<file path="src/rtl/result_window_filter.sv">
// Sliding-window sum and truncated average over the last DEPTH accepted samples,
// with valid/ready on both sides and one registered output slot.
module result_window_filter #(
    parameter int DATA_W = 5,
    parameter int DEPTH  = 4,
    parameter int SUM_W  = DATA_W + $clog2(DEPTH)
) (
    input  logic                     clk,
    input  logic                     reset,
    input  logic                     clear,
    input  logic                     in_valid,
    output logic                     in_ready,
    input  logic [DATA_W-1:0]        in_data,
    output logic                     out_valid,
    input  logic                     out_ready,
    output logic [SUM_W-1:0]         out_sum,
    output logic [DATA_W-1:0]        out_avg,
    output logic [$clog2(DEPTH):0]   fill_count
);

    localparam int PTR_W = $clog2(DEPTH);
    localparam int CNT_W = PTR_W + 1;
    localparam logic [CNT_W-1:0] FULL = CNT_W'(DEPTH);

    typedef enum logic {
        WARMUP,
        STEADY
    } state_e;

    state_e                 state_q, state_d;
    logic [PTR_W-1:0]       wrPtr_q, wrPtr_d;
    logic [CNT_W-1:0]       fillCount_q, fillCount_d;
    logic [SUM_W-1:0]       sum_q, sum_d;
    logic                   outValid_q, outValid_d;
    logic [SUM_W-1:0]       outSum_q, outSum_d;
    logic [DATA_W-1:0]      outAvg_q, outAvg_d;
    logic [DATA_W-1:0]      window_q [DEPTH];

    logic                   accept;
    logic [DATA_W-1:0]      oldest;
    logic [SUM_W-1:0]       sumNext;

    assign in_ready   = (!outValid_q || out_ready) && !clear;
    assign accept     = in_valid && in_ready;
    assign oldest     = (fillCount_q == FULL) ? window_q[wrPtr_q] : '0;
    // Modular SUM_W arithmetic is exact: the true result always fits in SUM_W bits.
    assign sumNext    = sum_q + SUM_W'(in_data) - SUM_W'(oldest);

    assign out_valid  = outValid_q;
    assign out_sum    = outSum_q;
    assign out_avg    = outAvg_q;
    assign fill_count = fillCount_q;

    always_comb begin
        state_d     = state_q;
        wrPtr_d     = wrPtr_q;
        fillCount_d = fillCount_q;
        sum_d       = sum_q;
        outValid_d  = outValid_q;
        outSum_d    = outSum_q;
        outAvg_d    = outAvg_q;

        if (clear) begin
            state_d     = WARMUP;
            wrPtr_d     = '0;
            fillCount_d = '0;
            sum_d       = '0;
        end else if (accept) begin
            wrPtr_d     = wrPtr_q + PTR_W'(1);
            fillCount_d = (fillCount_q == FULL) ? FULL : fillCount_q + CNT_W'(1);
            sum_d       = sumNext;
            state_d     = (fillCount_d == FULL) ? STEADY : WARMUP;
        end

        // A pending output only leaves on consume or is replaced by a fresh steady-state result.
        if (accept && state_d == STEADY) begin
            outValid_d = 1'b1;
            outSum_d   = sumNext;
            outAvg_d   = DATA_W'(sumNext >> PTR_W);
        end else if (outValid_q && out_ready) begin
            outValid_d = 1'b0;
        end
    end

    always_ff @(posedge clk) begin
        if (reset) begin
            state_q     <= WARMUP;
            wrPtr_q     <= '0;
            fillCount_q <= '0;
            sum_q       <= '0;
            outValid_q  <= 1'b0;
            outSum_q    <= '0;
            outAvg_q    <= '0;
        end else begin
            state_q     <= state_d;
            wrPtr_q     <= wrPtr_d;
            fillCount_q <= fillCount_d;
            sum_q       <= sum_d;
            outValid_q  <= outValid_d;
            outSum_q    <= outSum_d;
            outAvg_q    <= outAvg_d;
        end
    end

    // Sample storage is never reset; fillCount_q decides which entries are meaningful.
    always_ff @(posedge clk) begin
        if (accept) begin
            window_q[wrPtr_q] <= in_data;
        end
    end

endmodule

</file>
<file path="config.mk">
export PLATFORM = sky130hd
export DESIGN_NAME = result_window_filter
export DESIGN_NICKNAME = d
export VERILOG_FILES = /design/src/rtl/result_window_filter.sv
export SDC_FILE = /design/constraint.sdc
export NUM_CORES = 1
export LEC_CHECK = 0
export CORE_AREA = 3 3 65 67
export DETAILED_ROUTE_END_ITERATION = 8
export DIE_AREA = 0 0 68 70
export GPL_TIMING_DRIVEN = 0
export PLACE_DENSITY = 0.9
export SYNTH_ARGS = -nofsm -noshare
export SYNTH_HDL_FRONTEND = slang
export SYNTH_SLANG_ARGS = --single-unit
export TNS_END_PERCENT = 1
</file>
<file path="constraint.sdc">
create_clock -name clk -period 8.9 [get_ports clk]
set_clock_uncertainty 0.15 [all_clocks]
set_input_delay 1.78 -clock clk [delete_from_list [all_inputs] [get_ports clk]]
set_output_delay 1.78 -clock clk [all_outputs]
set_load 0.1 [all_outputs]
</file>
==> metrics.md, run 1 <==
| Metric | Value |
|---|---|
| Setup TNS | 0 ns |
| Part of the power in the clock network | between 30% and 40% |
| Pins Over Slew Limit | 0 |
| Hold-fix buffers, CTS | 0 |
| Filler cell count | approximately 270 |
| Synthesis-stage register bit count | 42 |
| DRT Pass-1 Iters | 4 |
| Largest area contributor in the netlist | edfxtp_1 |
| CP endpoint kind | primary output |
| Total Nets Final | around 250 |
| YS warnings | 0 |
| I/O Buffers | 26 |
| Crit path max-delay family | buffers and inverters |
| Clock-pin slew on the worst setup and hold paths | 0.07 ns |
| Yosys cell types | 37 |
| Status | completed |
| Fmax achieved | 0.182 GHz |
| Antenna Cells | 0 |
| Grt ovf | 0 |
| Resized cells post-CTS | 0 |
| Logic pwr share | 13.0% |
| Hold_ws | roughly 0.32 ns |
| Max Cap Violations | 0 |
| CP Launch Type | input port |
| Syn nets | 220 |
| Sequential power share | between 50% and 60% |
| HPWL after DPL | 2850 um |
| Worst Max-Slew Pin Slew | 0.974 ns |
| Psw | roughly 0.094 mW |
| P_int | around 0.28 mW |
| CTS tree | done |
| Post-CTS Setup Repair Bufs | 0 |
| Dpl cell area | 2470 sq um |
| Tot Pwr | 0.375 mW |
| Mean area per synthesized cell | 11.2 sq um |
| Die H | 70 um |
| Vias per cell | 5.30 |
| Synthesized area | between 2000 and 2500 sq um |
| Num CTS Buffers | 5 |
| EDFF count, synth | 20 |
| Htree depth | 2 |
| First-pass GRT wire length | 6150 um |
| Final hold viol count | 0 |
| Setup Viol. Count Final | 0 |
| DIE AREA | 4760 sq um |
| Synth Flop Type | dfxtp_1 |
| Routability cong. | 0.794 |
| Most frequent cells after synthesis | inv_1 (25), dfxtp_1 (22), edfxtp_1 (20), nor2_1 (16), ha_1 (13) |
| Cell area power density | 146 nW/um^2 |
| Max transition margin | 34.9% |
| CP max-delay cell | clkdlybuf4s50_1 |
| Post-synthesis sequential area ratio | roughly half |
| Peak supply drop | 0.114 mV |
| Via count | between 1000 and 1500 |
| GRT Overall Usage | 17.8% |
| CP Class | in -> out |
| Crit-path max cell delay | 1.13 ns |
| RSZ-0062 raised after global routing | no |
| Wire length per cell | 13.7 um |
| Crit-path cells | clkdlybuf4s50_1 > nor2b_4 > nor2_1 > clkdlybuf4s50_1 |
| Period utilization | 61.8% |
| Worst Path Required | 6.97 ns |
| Cells after DPL | 266 |
| Die W | 68 um |
| Vias in the first global route | roughly 1400 |
| Synth top area share | 27.9% |
| # IOs | 27 |
| DRC | 0 |
| Sw Ratio | about a quarter |
| Worst Hold Class | reg -> reg |
| Share of layout cells above drive strength 1 | 12.4% |
| Post-synth ARST share | 0% |
| Maximum fanout along the worst path | 4 |
| Final worst setup slack | about 3.4 ns |
| Setup crit start | out_ready |
| Core area | between 3000 and 4000 sq um |
| Worst-case clock buffer depth | 2 |
| Starting density of the core | between 50% and 60% |
| Drt total wl | approximately 3700 um |
| Clock latency at the later pin of the worst-skew pair | about 0.3 ns |
| Synth area leaders | edfxtp_1 (28%), dfxtp_1 (20%), ha_1 (7.6%) |
| CP most frequent cell | clkdlybuf4s50_1 |
| Hold_sp | sum_q[0] |
| Post-route ant nets | 0 |
| Final Core Density | 69.4% |
| CP arrival | around 3.6 ns |
| Cells after synthesis | approximately 190 |
| Worst path buffer plus inverter count | 2 |
| DP Worst Slack | approximately 3.4 ns |
| Pin count of the biggest net entering global routing | 14 |
| Minimum clock period | 5.50 ns |
| Fin area | between 2000 and 3000 sq um |
| Final std cells w/o fill | 274 |
| Leak Pwr | 0.980 nW |
| Iteration-0 DRC Markers | 75 |
| Clk sink count | 42 |
| Initial antenna violation count | 0 |
| Count leader, synth | inv_1 |
| Layout Area Growth over Synthesis | 18.9% |
| Root buf cell | clkbuf_8 |
| # rows | 22 |
## routing by layer
layer / GRT usage [%] / share of wire [%] / vias up
met5: 0 / 0 / -
met4: 7.95 / 2.0 / 0
met3: 5.31 / 5.1 / 5
met2: 27.6 / 49 / 31
met1: 22.5 / 43 / 701
li1: - / - / 716
## power groups by stage
stage | sequential (mW) | combinational, mW | clock, mW
6_report | 0.206 | 0.0489 | 0.119
5_1_grt | 0.207 | 0.0550 | 0.130
4_1_cts | 0.206 | 0.0489 | 0.123
3_5_place_dp | 0.211 | 0.0484 | 0
3_3_place_gp | 0.211 | 0.0475 | 0
2_1_floorplan | 0.212 | 0.0334 | 0
## path summary, 6_finish.rpt
kind | end | slack (ns) | depth (start not counted)
max | in_ready | 3.40 | 4
min | sum_q[0] | 0.32 | 2
max reg2reg | out_sum[6] | 5.24 | 11
min reg2reg | sum_q[0] | 0.32 | 2
## cell type report
| class | instances | area, sq um | area share, % |
|---|---|---|---|
| Timing Repair Buffer | 26 | 260 | 10.2 |
| Sequential cell | 42 | 1040 | 40.7 |
| Tap cell | 48 | 60.1 | 2.35 |
| Buffer | 11 | 68.8 | 2.69 |
| Clock inverter | 2 | 13.8 | 0.538 |
| Inverter | 25 | 93.8 | 3.67 |
| Clock buffer | 6 | 72.6 | 2.84 |
| Multi-Input combinational cell | 114 | 948 | 37.1 |
## flip-flops by register name, indices dropped and copies added (netlist names), named ones only
| signal | flops |
|---|---|
| out_valid | 1 |
| sum_q | 7 |
| window_q | 20 |
| out_sum | 7 |
| fill_count | 3 |
| wrPtr_q | 2 |
## tightest hold or removal path, cell delays in order, from the launching register on
cell and delay, ns:
dfxtp_1 0.31, nand2_1 0.05, a21oi_1 0.06
## kinds of logic after synthesis
kind of cell,after synthesis,share of synthesized area (%)
simple gates,50,12.1
flops,42,48.4
buf+inv,36,7.56
compound gates,31,10.2
fa+ha+maj,18,12.2
mux,10,7.56
xor+xnor,5,2.03
## cells in the final DEF, fill, tap and decap left out, types with 2 or more instances in the layout
cell type,instances
o21bai_1,2
nor2_1,16
clkbuf_8,5
clkdlybuf4s50_1,26
a31o_2,3
o21ai_0,4
clkbuf_1,5
a21o_1,2
ha_1,13
a211oi_1,6
xnor2_1,4
and3_1,5
buf_4,5
mux2i_1,5
nor3_1,2
dfxtp_1,22
nand2_1,12
mux4_2,5
inv_1,25
fa_1,5
and2_1,5
nand2b_1,2
a21oi_1,10
edfxtp_1,20
No activity file was read; power rests on OpenSTA's default activity.
==> inputs of run 2 (changes only) <==
- CORE_AREA: 3 3 65 67 -> 3 3 67 69
- DIE_AREA: 0 0 68 70 -> 0 0 70 72
- PLACE_DENSITY: 0.9 -> 0.85
- clock period: 8.9 -> 5.73 ns (I/O delays scaled with it)
==> metrics.md, run 2 (synthesis results as in run 1) <==
| Metric | Value |
|---|---|
| # IOs | 27 (unchanged) |
| P_int | 0.525 mW (+87%) |
| Clk sink count | 42 (unchanged) |
| Peak supply drop | 0.160 mV (+41%) |
| Via count | 1437 (-1.1%) |
| Antenna Cells | 0 (unchanged) |
| Grt ovf | 0 (unchanged) |
| DRC | 0 (unchanged) |
| Die H | 72 um (+2.9%) |
| CP endpoint kind | primary output |
| Layout Area Growth over Synthesis | 21.4% |
| Reg2reg path depth | 11 (unchanged) |
| Root buf cell | clkbuf_8 |
| Max transition margin | 34.7% (-0.21 points) |
| Logic pwr share | 11.5% (-1.5 points) |
| Core area | 3970 sq um (+7.7%) |
| CTS tree | done |
| Wire length per cell | 14.5 um (+5.9%) |
| WHS Endpoint | sum_q[0] |
| Sw Ratio | 22.5% (-2.5 points) |
| CP arrival | 2.93 ns (-0.64 ns) |
| Worst Hold Class | reg -> reg |
| Worst-case clock buffer depth | 2 (unchanged) |
| Vias in the first global route | 1450 (+3.9%) |
| Setup Viol. Count Final | 0 (unchanged) |
| Vias per cell | 5.21 (-1.8%) |
| Die W | 70 um (+2.9%) |
| Worst Path Required | 4.43 ns (-2.54 ns) |
| Pin count of the biggest net entering global routing | 15 (+1) |
| # rows | 23 (+4.5%) |
| Flop2flop setup slack | 2.01 ns (-3.23 ns) |
| Post-CTS Setup Repair Bufs | 0 (unchanged) |
| Minimum clock period | 4.22 ns |
| Psw | 0.153 mW (+62%) |
| Filler cell count | 304 (+11%) |
| Fmax achieved | 0.237 GHz |
| Sequential power share | 47.3% (-7.8 points) |
| Status | completed |
| Worst R2R End | out_sum[6] |
| Register Area | 1040 sq um (unchanged) |
| Final worst setup slack | 1.51 ns (-1.89 ns) |
| I/O Buffers | 26 (unchanged) |
| DIE AREA | 5040 sq um (+5.9%) |
| Hold-fix buffers, CTS | 0 (unchanged) |
| Most frequent cells in the layout | clkdlybuf4s50_1 (26), inv_1 (25), dfxtp_1 (22) |
| Largest register FFs | 20 (unchanged) |
| Starting density of the core | 54.2% (-4.2 points) |
| Maximum fanout along the worst path | 4 (unchanged) |
| Share of layout cells above drive strength 1 | 12.8% (+0.44 points) |
| RSZ-0062 raised after global routing | no |
| Period utilization | 73.7% |
| Leak Pwr | 1.00 nW (+2.4%) |
| Clock-pin slew on the worst setup and hold paths | 0.08 ns (about the same) |
| Htree depth | 2 (unchanged) |
| Part of the power in the clock network | 41.2% (+9.3 points) |
| Resized cells post-CTS | 0 (unchanged) |
| CP Class | in -> out |
| Final Core Density | 65.8% (-3.6 points) |
| Total Nets Final | 253 (unchanged) |
| Setup TNS | 0 ns (unchanged) |
| GRT Overall Usage | 18.0% (+0.19 points) |
| Worst Max-Slew Pin Slew | 0.977 ns (+0.00311 ns) |
| Top reg by flops | window_q |
| DRT Pass-1 Iters | 4 (unchanged) |
| Worst Hold Depth | 2 (unchanged) |
| Cell area power density | 259 nW/um^2 (+77%) |
| Multi-input logic area | 948 sq um (unchanged) |
| CP Launch Type | input port |
| Pins Over Slew Limit | 0 (unchanged) |
| Initial antenna violation count | 0 (unchanged) |
| HPWL after DPL | 2910 um (+2.1%) |
| Post-route ant nets | 0 (unchanged) |
| Final hold viol count | 0 (unchanged) |
| Max Cap Violations | 0 (unchanged) |
| Drt total wl | 3990 um (+6.7%) |
| Clock latency at the later pin of the worst-skew pair | 0.30 ns (about the same) |
| First-pass GRT wire length | 6940 um (+13%) |
| DP Worst Slack | 1.50 ns (-1.90 ns) |
| Commonest non-fill, non-tap cell in the layout | clkdlybuf4s50_1 |
| Iteration-0 DRC Markers | 93 (+24%) |
| Hold_sp | sum_q[0] |
| Routability cong. | 0.805 (+1.4%) |
| Num CTS Buffers | 5 (unchanged) |
==> run 2: cell types whose count changed in the layout (fill, tap and decap cells not counted), sizes merged <==
cell,before,now
clkinv,2,1
bufinv,0,2
clkbuf,10,9
==> run 2: critical path, stage by stage <==
cell,delay [ns]
clkdlybuf4s50_1,0.50
nor2b_4,0.06
nor2_1,0.08
clkdlybuf4s50_1,1.13
==> run 2: power by group through the flow <==
stage                     clock network, mW  registers, mW  logic, mW
final                                 0.279          0.321     0.0776
after global routing                  0.296          0.321     0.0858
after CTS                             0.284          0.321     0.0775
after detailed placement                  0          0.328     0.0757
after global placement                    0          0.327     0.0739
after floorplan                           0          0.329     0.0519
==> run 2: layer usage <==
| layer | global-route usage [%] | wire (um) | vias to the layer above |
|---|---|---|---|
| li1 | - | - | 714 |
| met1 | 22.8 | 1710 | 692 |
| met2 | 30.3 | 2070 | 24 |
| met3 | 3.32 | 139 | 7 |
| met4 | 8.09 | 74 | 0 |
| met5 | 0 | 0 | - |
==> run 2: metrics by stage <==
stage | power, mW | instance area (sq um) | hold WS [ns] | std cells
after detailed placement | 0.403 | 2470 | 0.297 | 268
final | 0.678 | 2610 | 0.307 | 276
after CTS | 0.682 | 2610 | 0.309 | 276
after global placement | 0.401 | 2470 | 0.294 | 268
after floorplan | 0.381 | 2150 | 0.286 | 192
after global routing | 0.703 | 2610 | 0.350 | 276
==> run 2: final cells by class <==
type / count / share of cell area [%]
timing repair buffer: 26 / 9.96
multi-input combinational: 114 / 36.3
tap: 50 / 2.39
sequential: 42 / 39.8
buffer: 11 / 2.63
inverter: 25 / 3.59
clock inverter: 3 / 2.63
clock buffer: 5 / 2.63
==> run 2: how the worst max path moves through the flow <==
stage,start,to,slack (ns),cells past startpoint
after floorplan,out_ready,in_ready,2.00,2
after global placement,out_ready,in_ready,1.51,4
after detailed placement,out_ready,in_ready,1.50,4
after CTS,out_ready,in_ready,1.50,4
after global routing,clear,in_ready,1.48,3
final,out_ready,in_ready,1.51,4
==> inputs of run 3 (changes only) <==
- CORE_AREA: 3 3 67 69 -> 3 3 71 73
- DIE_AREA: 0 0 70 72 -> 0 0 74 76
- PLACE_DENSITY: 0.85 -> 0.8
- clock period: 5.73 -> 3.5 ns (I/O delays scaled with it)
==> metrics.md, run 3 (synthesis results as in run 1) <==
| Metric | Value |
|---|---|
| Worst path buffer plus inverter count | 2 (unchanged) |
| Maximum fanout along the worst path | 4 (unchanged) |
| Crit path max-delay family | buffers and inverters |
| Core area | 4410 sq um (+11%) |
| Final hold viol count | 0 (unchanged) |
| Via count | 1418 (-1.3%) |
| CTS tree | done |
| Hold-fix buffers, CTS | 0 (unchanged) |
| CP Launch Type | input port |
| Leak Pwr | 0.978 nW (-2.5%) |
| Status | completed |
| Layout Area Growth over Synthesis | 19.8% |
| # IOs | 27 (unchanged) |
| Setup TNS | 0 ns (unchanged) |
| Crit-path max cell delay | 1.14 ns (about the same) |
| CP arrival | 2.48 ns (-0.45 ns) |
| Flop2flop setup slack | 0.28 ns (-1.73 ns) |
| Setup Viol. Count Final | 0 (unchanged) |
| Grt ovf | 0 (unchanged) |
| HPWL after DPL | 2860 um (-1.6%) |
| Psw | 0.246 mW (+61%) |
| Wire length per cell | 14.0 um (-3.4%) |
| Post-route ant nets | 0 (unchanged) |
| Logic pwr share | 13.3% (+1.8 points) |
| Max Cap Violations | 0 (unchanged) |
| I/O Buffers | 26 (unchanged) |
| Pins Over Slew Limit | 0 (unchanged) |
| Vias in the first global route | 1389 (-4.2%) |
| P_int | 0.712 mW (+36%) |
| Routability cong. | 0.790 (-1.8%) |
| Worst Path Required | 2.65 ns (-1.78 ns) |
| Clk sink count | 42 (unchanged) |
| Dpl cell area | 2480 sq um (+0.20%) |
| Fin area | 2580 sq um (-1.3%) |
| DRT Pass-1 Iters | 4 (unchanged) |
| Worst Max-Slew Pin Slew | 0.966 ns (-0.0111 ns) |
| RSZ-0062 raised after global routing | no |
| Worst Hold Class | reg -> reg |
| Sequential power share | 54.9% (+7.6 points) |
| Iteration-0 DRC Markers | 65 (-30%) |
| Clock-pin slew on the worst setup and hold paths | 0.08 ns (about the same) |
| CP most frequent cell | clkdlybuf4s50_1 |
| CP Capture Point | in_ready |
| CP endpoint kind | primary output |
| Share of layout cells above drive strength 1 | 15.1% (+2.3 points) |
| Reg2reg path depth | 10 (-1) |
| CP Class | in -> out |
| Top reg by flops | window_q |
| DIE AREA | 5620 sq um (+12%) |
| Crit-path cells | clkdlybuf4s50_1 > nor2b_4 > nor2_1 > clkdlybuf4s50_1 |
| Max transition margin | 35.4% (+0.75 points) |
| Vias per cell | 5.12 (-1.7%) |
| Peak supply drop | 0.209 mV (+31%) |
| Period utilization | 95.2% |
| Part of the power in the clock network | 31.8% (-9.4 points) |
| Initial antenna violation count | 0 (unchanged) |
| CP max-delay cell | clkdlybuf4s50_1 |
| GRT Overall Usage | 15.6% (-2.4 points) |
| Root buf cell | clkbuf_8 |
| Worst-case clock buffer depth | 2 (unchanged) |
| Minimum clock period | between 3 and 4 ns |
| Drt total wl | 3870 um (-3.1%) |
| Die H | 76 um (+5.6%) |
| Most frequent cells in the layout | clkdlybuf4s50_1 (26), inv_1 (25), edfxtp_1 (20) |
| Clock latency at the later pin of the worst-skew pair | 0.29 ns (about the same) |
| Starting density of the core | 48.8% (-5.4 points) |
| Worst path depth | 4 (unchanged) |
| Tot Pwr | 0.958 mW (+41%) |
| Sw Ratio | 25.7% (+3.2 points) |
| Commonest non-fill, non-tap cell in the layout | clkdlybuf4s50_1 |
| Num CTS Buffers | 5 (unchanged) |
| Fmax achieved | between 0.3 and 0.4 GHz |
| Htree depth | 2 (unchanged) |
| Setup crit start | out_ready |
| DRC | 0 (unchanged) |
| First-pass GRT wire length | 6650 um (-4.2%) |
| Total Nets Final | 252 (-0.40%) |
| Worst R2R End | out_sum[6] |
| Largest register FFs | 20 (unchanged) |
| Pin count of the biggest net entering global routing | 14 (-1) |
| Die W | 74 um (+5.7%) |
| # rows | 24 (+4.3%) |
| Hold_ws | 0.310 ns (+0.00282 ns) |
| Cell area power density | 372 nW/um^2 (+43%) |
| Antenna Cells | 0 (unchanged) |
## run 3: metrics by stage
stage / util [%] / cells / setup slack (ns)
after floorplan: - / 192 / 0.130
after detailed placement: 56.2 / 270 / -0.193
after CTS: 58.0 / 277 / 0.0447
after global routing: 58.4 / 277 / 0.0643
final: 58.4 / 277 / 0.167
after global placement: 56.2 / 270 / -0.144
## run 3: final cells by class
cell class | count | area, sq um
Clock inverter | 3 | 16.3
Buffer | 10 | 65.1
Inverter | 25 | 93.8
Multi-Input combinational cell | 114 | 961
Sequential cell | 42 | 1050
Timing Repair Buffer | 26 | 260
Clock buffer | 5 | 68.8
Tap cell | 52 | 65.1
Fill cell | 361 | 1840
## run 3: layer usage
layer,up-vias,track usage [%],routed length (um)
li1,713,-,-
met1,670,20.5,1710
met2,31,24.4,1950
met3,4,3.56,140
met4,0,6.52,65
met5,-,0,0
## run 3: worst min-delay path by stage
stage,end,cells after the start,start,slack [ns]
after global routing,sum_q[6],2,sum_q[6],0.35
after detailed placement,sum_q[0],2,sum_q[0],0.30
after floorplan,sum_q[0],2,sum_q[0],0.29
after CTS,sum_q[0],2,sum_q[0],0.31
final,sum_q[0],2,sum_q[0],0.31
after global placement,sum_q[3],2,sum_q[3],0.29
## run 3: what timing repair did
action                     CTS  global route
cloned                       0             0
resized for setup            1             4
setup endpoints to repair    6             4
setup buffers                0             0
pin swaps                    0             0
hold endpoints to repair     0             0
## run 3: power by group through the flow
stage	logic [mW]	registers, mW	clock network, mW
after floorplan	0.0849	0.539	0
after global placement	0.122	0.536	0
after detailed placement	0.124	0.537	0
after CTS	0.123	0.526	0.310
after global routing	0.143	0.527	0.337
final	0.127	0.526	0.304
## run 3: worst reg2reg max path, cell delays in order (launching register included)
cell and delay [ns]:
dfxtp_4 0.41, mux4_2 0.51, and3_1 0.21, fa_1 0.48, inv_1 0.07, fa_2 0.42, a211oi_2 0.23, nor2_1 0.09
a31o_2 0.24, o21ai_0 0.19, a21oi_1 0.09
